[config.mk]
export PLATFORM = sky130hd
export DESIGN_NAME = div_share_ctrl_flat
export DESIGN_NICKNAME = d
export VERILOG_FILES = /design/src/rtl/div_share_ctrl_pkg.sv /design/src/rtl/div_share_ctrl_if.sv /design/src/rtl/div_share_ctrl_rr_arb2.sv /design/src/rtl/div_share_ctrl.sv /design/src/flat_wrapper.sv
export SDC_FILE = /design/constraint.sdc
export NUM_CORES = 1
export LEC_CHECK = 0
export ABC_CLOCK_PERIOD_IN_PS = 1900
export CAP_MARGIN = 20
export CELL_PAD_IN_SITES_DETAIL_PLACEMENT = 1
export CELL_PAD_IN_SITES_GLOBAL_PLACEMENT = 1
export CORE_ASPECT_RATIO = 0.9
export CORE_MARGIN = 2
export CORE_UTILIZATION = 29
export DETAILED_ROUTE_END_ITERATION = 6
export PLACE_DENSITY = 0.79
export SKIP_LAST_GASP = 1
export SYNTH_ARGS = -nofsm -noshare
export SYNTH_HDL_FRONTEND = slang
export SYNTH_HIERARCHICAL = 1
export SYNTH_SLANG_ARGS = --single-unit
[constraint.sdc]
create_clock -name clk -period 1.9 [get_ports clk]
set_clock_uncertainty 0.2 [all_clocks]
set_input_delay 0.475 -clock clk [delete_from_list [all_inputs] [get_ports clk]]
set_output_delay 0.475 -clock clk [all_outputs]
set_load 0.05 [all_outputs]
[src/rtl/div_share_ctrl_pkg.sv]
// Shared definitions for the two-requester divider sharing controller:
// FSM encoding, default sizes and the timeout counter width helper.
package div_share_ctrl_pkg;

  localparam int DEF_WIDTH   = 4;
  localparam int DEF_TIMEOUT = 16;

  typedef enum logic [1:0] {
    IDLE  = 2'd0,
    ISSUE = 2'd1,
    WAIT  = 2'd2,
    RESP  = 2'd3
  } state_t;

  // Counter only needs to reach TIMEOUT-1.
  function automatic int tmo_cnt_w(input int timeout);
    return $clog2(timeout);
  endfunction

endpackage

[src/rtl/div_share_ctrl_if.sv]
// Requester and divider-side signals of div_share_ctrl. The controller
// takes the slave view; requesters plus divider (or a bench) take master.
interface div_share_ctrl_if
  import div_share_ctrl_pkg::*;
#(
  parameter int WIDTH = DEF_WIDTH
);

  logic             req0, req1;
  logic [WIDTH-1:0] divisor0, divisor1;
  logic [WIDTH-1:0] dividend0, dividend1;
  logic             ack0, ack1;
  logic             done0, done1;
  logic             err0, err1;
  logic [WIDTH-1:0] quotient0, quotient1;
  logic [WIDTH:0]   remainder0, remainder1;
  logic             busy;
  logic             div_go;
  logic [WIDTH-1:0] div_divisor, div_dividend;
  logic             div_done;
  logic [WIDTH-1:0] div_quotient;
  logic [WIDTH:0]   div_remainder;

  modport slave (
    input  req0, req1, divisor0, divisor1, dividend0, dividend1,
    input  div_done, div_quotient, div_remainder,
    output ack0, ack1, done0, done1, err0, err1,
    output quotient0, quotient1, remainder0, remainder1,
    output busy, div_go, div_divisor, div_dividend
  );

  modport master (
    output req0, req1, divisor0, divisor1, dividend0, dividend1,
    output div_done, div_quotient, div_remainder,
    input  ack0, ack1, done0, done1, err0, err1,
    input  quotient0, quotient1, remainder0, remainder1,
    input  busy, div_go, div_divisor, div_dividend
  );

endinterface

[src/rtl/div_share_ctrl_rr_arb2.sv]
// Two-requester round-robin arbiter. The pointer remembers the last grant
// and only advances when the owner commits a grant via upd.
module rr_arb2 (
  input  logic clk,
  input  logic rst,
  input  logic req0,
  input  logic req1,
  input  logic upd,
  output logic gnt
);

  logic last;

  // A tie goes to whoever was not served last; a lone request wins outright.
  always_comb gnt = (req0 && req1) ? ~last : ~req0;

  always_ff @(posedge clk) begin
    if (rst) begin
      last <= 1'b1;
    end else if (upd) begin
      last <= gnt;
    end
  end

endmodule

[src/rtl/div_share_ctrl.sv]
// Shares one iterative divider between two requesters: arbitrates, launches
// the divider, then returns quotient/remainder (or an error) to the winner.
module div_share_ctrl
  import div_share_ctrl_pkg::*;
#(
  parameter int WIDTH   = DEF_WIDTH,
  parameter int TIMEOUT = DEF_TIMEOUT
) (
  input logic             clk,
  input logic             rst,
  div_share_ctrl_if.slave bus
);

  localparam int CNT_W = tmo_cnt_w(TIMEOUT);

  state_t           state, state_nxt;
  logic             gnt, gnt_q, grant_en;
  logic [CNT_W-1:0] cnt;
  logic [WIDTH-1:0] div_divisor_q, div_dividend_q;
  logic [WIDTH-1:0] quot0_q, quot1_q;
  logic [WIDTH:0]   rem0_q, rem1_q;
  logic             err0_q, err1_q;
  logic             ld_res;
  logic [WIDTH-1:0] res_quot;
  logic [WIDTH:0]   res_rem;
  logic             res_err;
  logic             divisor_zero;

  assign divisor_zero = (div_divisor_q == '0);

  rr_arb2 u_arb (
    .clk  (clk),
    .rst  (rst),
    .req0 (bus.req0),
    .req1 (bus.req1),
    .upd  (grant_en),
    .gnt  (gnt)
  );

  always_ff @(posedge clk) begin
    if (rst) begin
      state <= IDLE;
    end else begin
      state <= state_nxt;
    end
  end

  always_comb begin
    state_nxt = state;
    grant_en  = 1'b0;
    ld_res    = 1'b0;
    res_quot  = '0;
    res_rem   = '0;
    res_err   = 1'b0;
    case (state)
      IDLE: begin
        if (bus.req0 || bus.req1) begin
          grant_en  = 1'b1;
          state_nxt = ISSUE;
        end
      end
      ISSUE: begin
        if (divisor_zero) begin
          // Answered locally; the divider is never started.
          ld_res    = 1'b1;
          res_quot  = '1;
          res_rem   = {1'b0, div_dividend_q};
          res_err   = 1'b1;
          state_nxt = RESP;
        end else begin
          state_nxt = WAIT;
        end
      end
      WAIT: begin
        // Completion takes priority over a timeout in the same cycle.
        if (bus.div_done) begin
          ld_res    = 1'b1;
          res_quot  = bus.div_quotient;
          res_rem   = bus.div_remainder;
          state_nxt = RESP;
        end else if (cnt == CNT_W'(TIMEOUT - 1)) begin
          ld_res    = 1'b1;
          res_err   = 1'b1;
          state_nxt = RESP;
        end
      end
      RESP: begin
        state_nxt = IDLE;
      end
      default: begin
        state_nxt = IDLE;
      end
    endcase
  end

  always_ff @(posedge clk) begin
    if (rst) begin
      cnt <= '0;
    end else if (state == ISSUE) begin
      cnt <= '0;
    end else if (state == WAIT) begin
      cnt <= cnt + 1'b1;
    end
  end

  // Operands are frozen at the grant edge and stay put until the next grant.
  always_ff @(posedge clk) begin
    if (rst) begin
      gnt_q          <= 1'b0;
      div_divisor_q  <= '0;
      div_dividend_q <= '0;
    end else if (grant_en) begin
      gnt_q          <= gnt;
      div_divisor_q  <= gnt ? bus.divisor1  : bus.divisor0;
      div_dividend_q <= gnt ? bus.dividend1 : bus.dividend0;
    end
  end

  always_ff @(posedge clk) begin
    if (rst) begin
      quot0_q <= '0;
      rem0_q  <= '0;
      err0_q  <= 1'b0;
      quot1_q <= '0;
      rem1_q  <= '0;
      err1_q  <= 1'b0;
    end else if (ld_res) begin
      if (gnt_q) begin
        quot1_q <= res_quot;
        rem1_q  <= res_rem;
        err1_q  <= res_err;
      end else begin
        quot0_q <= res_quot;
        rem0_q  <= res_rem;
        err0_q  <= res_err;
      end
    end
  end

  assign bus.ack0         = (state == ISSUE) && !gnt_q;
  assign bus.ack1         = (state == ISSUE) &&  gnt_q;
  assign bus.done0        = (state == RESP)  && !gnt_q;
  assign bus.done1        = (state == RESP)  &&  gnt_q;
  assign bus.div_go       = (state == ISSUE) && !divisor_zero;
  assign bus.busy         = (state != IDLE);
  assign bus.div_divisor  = div_divisor_q;
  assign bus.div_dividend = div_dividend_q;
  assign bus.quotient0    = quot0_q;
  assign bus.quotient1    = quot1_q;
  assign bus.remainder0   = rem0_q;
  assign bus.remainder1   = rem1_q;
  assign bus.err0         = err0_q;
  assign bus.err1         = err1_q;

endmodule

[src/flat_wrapper.sv]
// flat-port wrapper written by rule: the top's interface ports become plain ports
module div_share_ctrl_flat import div_share_ctrl_pkg::*;
#(
  parameter int WIDTH   = DEF_WIDTH,
  parameter int TIMEOUT = DEF_TIMEOUT
)
  (clk, rst, bus_req0, bus_req1, bus_divisor0, bus_divisor1, bus_dividend0, bus_dividend1, bus_div_done, bus_div_quotient, bus_div_remainder, bus_ack0, bus_ack1, bus_done0, bus_done1, bus_err0, bus_err1, bus_quotient0, bus_quotient1, bus_remainder0, bus_remainder1, bus_busy, bus_div_go, bus_div_divisor, bus_div_dividend);
  div_share_ctrl_if #(.WIDTH(WIDTH)) bus_i ();
  input logic clk;
  input logic rst;
  input wire logic [$bits(bus_i.req0)-1:0] bus_req0;
  input wire logic [$bits(bus_i.req1)-1:0] bus_req1;
  input wire logic [$bits(bus_i.divisor0)-1:0] bus_divisor0;
  input wire logic [$bits(bus_i.divisor1)-1:0] bus_divisor1;
  input wire logic [$bits(bus_i.dividend0)-1:0] bus_dividend0;
  input wire logic [$bits(bus_i.dividend1)-1:0] bus_dividend1;
  input wire logic [$bits(bus_i.div_done)-1:0] bus_div_done;
  input wire logic [$bits(bus_i.div_quotient)-1:0] bus_div_quotient;
  input wire logic [$bits(bus_i.div_remainder)-1:0] bus_div_remainder;
  output wire logic [$bits(bus_i.ack0)-1:0] bus_ack0;
  output wire logic [$bits(bus_i.ack1)-1:0] bus_ack1;
  output wire logic [$bits(bus_i.done0)-1:0] bus_done0;
  output wire logic [$bits(bus_i.done1)-1:0] bus_done1;
  output wire logic [$bits(bus_i.err0)-1:0] bus_err0;
  output wire logic [$bits(bus_i.err1)-1:0] bus_err1;
  output wire logic [$bits(bus_i.quotient0)-1:0] bus_quotient0;
  output wire logic [$bits(bus_i.quotient1)-1:0] bus_quotient1;
  output wire logic [$bits(bus_i.remainder0)-1:0] bus_remainder0;
  output wire logic [$bits(bus_i.remainder1)-1:0] bus_remainder1;
  output wire logic [$bits(bus_i.busy)-1:0] bus_busy;
  output wire logic [$bits(bus_i.div_go)-1:0] bus_div_go;
  output wire logic [$bits(bus_i.div_divisor)-1:0] bus_div_divisor;
  output wire logic [$bits(bus_i.div_dividend)-1:0] bus_div_dividend;
  assign bus_i.req0 = bus_req0;
  assign bus_i.req1 = bus_req1;
  assign bus_i.divisor0 = bus_divisor0;
  assign bus_i.divisor1 = bus_divisor1;
  assign bus_i.dividend0 = bus_dividend0;
  assign bus_i.dividend1 = bus_dividend1;
  assign bus_i.div_done = bus_div_done;
  assign bus_i.div_quotient = bus_div_quotient;
  assign bus_i.div_remainder = bus_div_remainder;
  assign bus_ack0 = bus_i.ack0;
  assign bus_ack1 = bus_i.ack1;
  assign bus_done0 = bus_i.done0;
  assign bus_done1 = bus_i.done1;
  assign bus_err0 = bus_i.err0;
  assign bus_err1 = bus_i.err1;
  assign bus_quotient0 = bus_i.quotient0;
  assign bus_quotient1 = bus_i.quotient1;
  assign bus_remainder0 = bus_i.remainder0;
  assign bus_remainder1 = bus_i.remainder1;
  assign bus_busy = bus_i.busy;
  assign bus_div_go = bus_i.div_go;
  assign bus_div_divisor = bus_i.div_divisor;
  assign bus_div_dividend = bus_i.div_dividend;
  div_share_ctrl #(.WIDTH(WIDTH), .TIMEOUT(TIMEOUT)) u_core (.clk(clk), .rst(rst), .bus(bus_i));
endmodule
-- Word-level counts from Yosys, hierarchy flattened
Index checks and enable logic that the tools add are counted.
- muxes and demuxes: 22
- add/subtract/negate cells: 1
- equality and inequality tests: 6
- reductions and logical operators: 16
- bitwise gates (word level): 3
- operators with widths (kind ; count):
    4-bit two-way mux ; 5
    5-bit case mux with 2 select lines ; 1
    1-bit two-way mux ; 8
    2-bit case mux with 4 select lines ; 1
    4-bit case mux with 2 select lines ; 1
    1-bit logical AND ; 6
    2-bit two-way mux ; 3
    2-bit AND reduction ; 3
    5-bit two-way mux ; 1
    4-bit by 1-bit adder with 4-bit output (second input constant) ; 1
    2-bit == test (second input constant) ; 2
    4-bit == test (second input constant) ; 1
    4-bit logical NOT ; 1
    1-bit case mux with 2 select lines ; 2
    3-bit by 2-bit inequality test with 1-bit output (second input constant) ; 1
    1-bit inverter ; 3
    2-bit by 1-bit == test with 1-bit output (second input constant) ; 1
    1-bit logical NOT ; 2
    2-bit logical NOT ; 1
    2-bit by 1-bit inequality test with 1-bit output (second input constant) ; 1
    2-bit nonzero test ; 1
    2-bit OR reduction ; 1
    1-bit logical OR ; 1
- bits in registers: 36
- output and inout bits: 34
- bits of input ports: 30

-- Logic depth before layout (Yosys ltp)
- depth after elaboration: 5
- depth in mapped cells: 8
- depth with buffers taken out: 6

-- By module
Netlist, hierarchy kept.
- modules (own cells, without submodules) (module ; times used ; cells an instance ; seq. area each (um^2) ; area an instance (um^2)):
    div_share_ctrl ; 1 ; 184 ; 700.7 ; 1706.6
    rr_arb2 ; 1 ; 6 ; 20.0 ; 62.6

-- Worst setup path before layout
No wires, ideal clock.
- path type: register to output
- start point: reg u_core.state[1]
- end point: out bus_ack0
- stages on the path, launching flop included: 5
- path slack: -0.424 ns
- path buffers: 1
- data arrival time: 1.649 ns
- path through: dfxtp_1 > inv_1 > ha_1 > clkbuf_1 > nor2b_1
- cells in the longest elaborated chain, start to end: 2
- RTL lines (item ; line ; RTL):
    start: declaration ; div_share_ctrl.sv:16 ; state_t state, state_nxt;
    start signal: assignment ; div_share_ctrl.sv:44 ; state <= state_nxt;
    2-bit by 1-bit == test with 1-bit output ; div_share_ctrl.sv:140 ; assign bus.ack0 = (state == ISSUE) && !gnt_q;
    1-bit logical AND ; div_share_ctrl.sv:140 ;
    end: declaration ; flat_wrapper.sv:20 ; output wire logic [$bits(bus_i.ack0)-1:0] bus_ack0;
Every way passes these cells.

-- Final worst setup path
- start point: reg u_core.div_divisor_q[2], in the netlist u_core/bus.div_divisor[2]
- end point: out bus_div_go
- cells in the longest elaborated chain, start to end: 3
- RTL lines (item ; line ; RTL):
    start: declaration ; div_share_ctrl.sv:19 ; logic [WIDTH-1:0] div_divisor_q, div_dividend_q;
    start signal: assignment ; div_share_ctrl.sv:114 ; div_divisor_q <= gnt ? bus.divisor1 : bus.divisor0;
    4-bit logical NOT ; div_share_ctrl.sv:29 ; assign divisor_zero = (div_divisor_q == '0);
    1-bit logical NOT ; div_share_ctrl.sv:144 ; assign bus.div_go = (state == ISSUE) && !divisor_zero;
    1-bit logical AND ; div_share_ctrl.sv:144 ;
    end: declaration ; flat_wrapper.sv:31 ; output wire logic [$bits(bus_i.div_go)-1:0] bus_div_go;
Every way passes these cells.

==> metrics.txt <==
status finished with violations; failing checks setup timing; total CTS buffers 5; CP peak stage delay 570 ps; synth warn 6; WS Path Type reg2out; initial antenna violation count 0; CTS H-tree depth 2; Vert. Die Dim just under 80 µm; P_leak about 1.5 nW; FF+latch count, synth 36; Fillers 585; sequential-to-total area share from yosys stat roughly two fifths; vias per cell about 5.3; grt ovf 0; wire length per cell a little over 20 µm; Slew Limit Headroom around 80%; Pre-antenna DRT Iters 4; XOR/XNOR Fraction of Synth Area 1.49%; setup ws final -300 ps; I/O Buffers 63; final wirelength 7.49 mm; overall via count from detail_route a little under 2000; global-route wire length before repair 11.1 mm; CP max-delay cell or4_4; worst vdd ir 0.000762 V; Cell variety after synth 36; critical path capture point type output pin; Residual DRC 0; most frequent cells after synthesis dfxtp_1 (36), nor2_1 (23), a211oi_1 (16), nor3_1 (14), clkbuf_1 (11); achievable clock frequency 0.455 GHz; vias in the first global route 2091; CTS tree built; most common cell in the netlist dfxtp_1; Synth Area in Simple Gates 21.9%; Clock Latency Late Sink approximately 310 ps; Worst Path Required 1220 ps; initial core utilization 30.6%; Syn Nets 226; Synth Area in Compound Gates 20.9%; gpl congestion 0.764; final setup TNS -4300 ps; prevailing post-synth register cell dfxtp_1; main combinational cell family by area after synthesis simple AND/OR/NAND/NOR gates; antenna viol nets, final 0; Syn Inst Count 190; multiplexer share of the synthesized area 5.66%; Final HPWL DP 4.11 mm; Final Hold Fails 0; syn avg cell area 9.31 µm²; Pwr Density about 1400 nW/µm²; leading area contributor after synthesis dfxtp_1; Adder-Cell Fraction of Synth Area 4.24%; largest net degree at the start of global routing 37; site row count 26; CP Launch Type flip-flop; pre-CTS setup slack -404 ps; setup violators final 24; Tightest Pin Transition a little over 300 ps; EDFF count, synth 0; GRT Total Usage 21.4%; Clock Sink Count 36; CTS Hold Bufs 0; Max Cap Violations 0; clock-pin slew on the worst setup and hold paths around 90 ps; DRT iter0 DRCs 82; Antenna diodes 0; HP Class reg2reg; clock tree root driver cell clkbuf_8; Layout Nets roughly 330; Die ar. 6740 µm²; die width 86.3 µm; fin crit share 116%; top-area cell type share of the netlist area 40.7%; max-slew violation count 0; Synth area leaders dfxtp_1 (41%), a211oi_1 (6.8%), mux2i_1 (5.7%); Final min period 2200 ps; CTS Buffer Depth 2; unrepaired setup endpoints after global routing yes; core area 5790 µm²; Worst EP arrival 1520 ps; Synth Cell Area 1770 µm²; layout cells sized above 1 just over 50%; Boundary Pins 64; Area Overhead vs Synth 107%; Crit Path Max Fanout 2; Cell Chain, Critical Path or4_4 -> and2_4 -> buf_12; asr flop ratio synth 0%
==> flip-flops by register name (all words and copies together), names as in the netlist <==
name / cells
u_core/u_arb/last: 1
u_core/gnt_q: 1
u_core/bus.err1: 1
u_core/cnt: 4
u_core/bus.div_divisor: 4
u_core/bus.err0: 1
u_core/bus.remainder0: 5
u_core/bus.quotient1: 4
u_core/bus.quotient0: 4
u_core/bus.div_dividend: 4
u_core/bus.remainder1: 5
u_core/state: 2
==> cell families after synthesis <==
group	Yosys count
mux	10
compound gates	42
flops	36
simple gates	73
xor+xnor	3
fa+ha+maj	6
buf+inv	20
==> worst max-delay path, delay by kind of cell (launching register included) <==
kind / cells / cell delay (ps)
AND/OR/NAND/NOR: 2 / 740
flip-flops: 1 / 340
buffers and inverters: 1 / 140
==> cell usage in the layout (no fill, tap or decap), types with 2 or more instances in the layout <==
cell type	n
dfxtp_4	2
dfxtp_2	5
a21oi_1	5
a211oi_2	5
o32ai_4	2
buf_12	40
nand4_1	5
mux2i_1	10
a211oi_1	11
inv_4	2
nor2_4	3
ha_4	4
inv_1	3
nor2_2	2
o32ai_2	2
nor2b_4	2
clkbuf_8	5
nor2_1	18
and2_4	2
buf_6	17
buf_4	29
dfxtp_1	29
nor3b_2	5
nor3_1	8
nor3_2	6
nand2b_1	2
a311oi_2	2
nand3_1	2
clkdlybuf4s50_1	29
nor3b_4	3
a21o_1	8
xor2_1	2
nand2_1	8
==> path summary, 6_finish.rpt <==
kind	start	end	slack, ps	cells past startpoint
worst min-delay path	u_core/bus.quotient1[2]$_SDFFE_PP0P_	u_core/bus.quotient1[2]$_SDFFE_PP0P_	340	2
worst min register to register	u_core/bus.quotient1[2]$_SDFFE_PP0P_	u_core/bus.quotient1[2]$_SDFFE_PP0P_	340	2
worst max register to register	u_core/bus.div_divisor[2]$_SDFFE_PP0P_	u_core/bus.err0$_SDFFE_PP0P_	-260	6
worst max-delay path	u_core/bus.div_divisor[2]$_SDFFE_PP0P_	bus_div_go	-300	3
==> power by group <==
group | switching [mW] | internal [mW] | leakage [nW] | total [mW]
logic | 1.75 | 1.74 | 1.14 | 3.49
registers | 0.174 | 0.917 | 0.296 | 1.09
clock network | 0.326 | 0.390 | 0.0585 | 0.716
==> metrics by stage <==
| step | area [µm²] | utilization, % | total power, mW | instances | hold slack (ps) |
|---|---|---|---|---|---|
| global placement | 3050 | 52.7 | 3.62 | 337 | 318 |
| detailed placement | 3050 | 52.7 | 3.70 | 337 | 325 |
| floorplan | 1800 | - | 2.40 | 190 | 301 |
| global route | 3660 | 63.2 | 5.52 | 368 | 369 |
| CTS | 3440 | 59.4 | 4.89 | 363 | 328 |
| finish | 3660 | 63.2 | 5.30 | 368 | 342 |
==> layer usage <==
metal,vias up,share of wire (%),track usage (%)
met1,970,41,24.9
met3,14,4.9,5.89
met4,0,2.1,5.63
li1,897,-,-
met5,-,0,0
met2,62,52,38.2
==> final cells by class <==
| type | count | area [µm²] | area share, % |
|---|---|---|---|
| repair buffers | 115 | 1500 | 41.0 |
| multi-input cells | 134 | 1200 | 32.9 |
| flip-flops and latches | 36 | 734 | 20.1 |
| well taps | 70 | 87.6 | 2.39 |
| clock buffers | 5 | 68.8 | 1.88 |
| clock inverters | 3 | 41.3 | 1.13 |
| inverters | 5 | 21.3 | 0.581 |
==> what timing repair did <==
action	in CTS	in global routing
setup endpoints to repair	26	28
resized for setup	23	46
cloned	1	0
endpoints found under the hold margin	0	0
pin swaps	7	20
setup buffers	17	10
No activity file was read; power rests on OpenSTA's default activity.
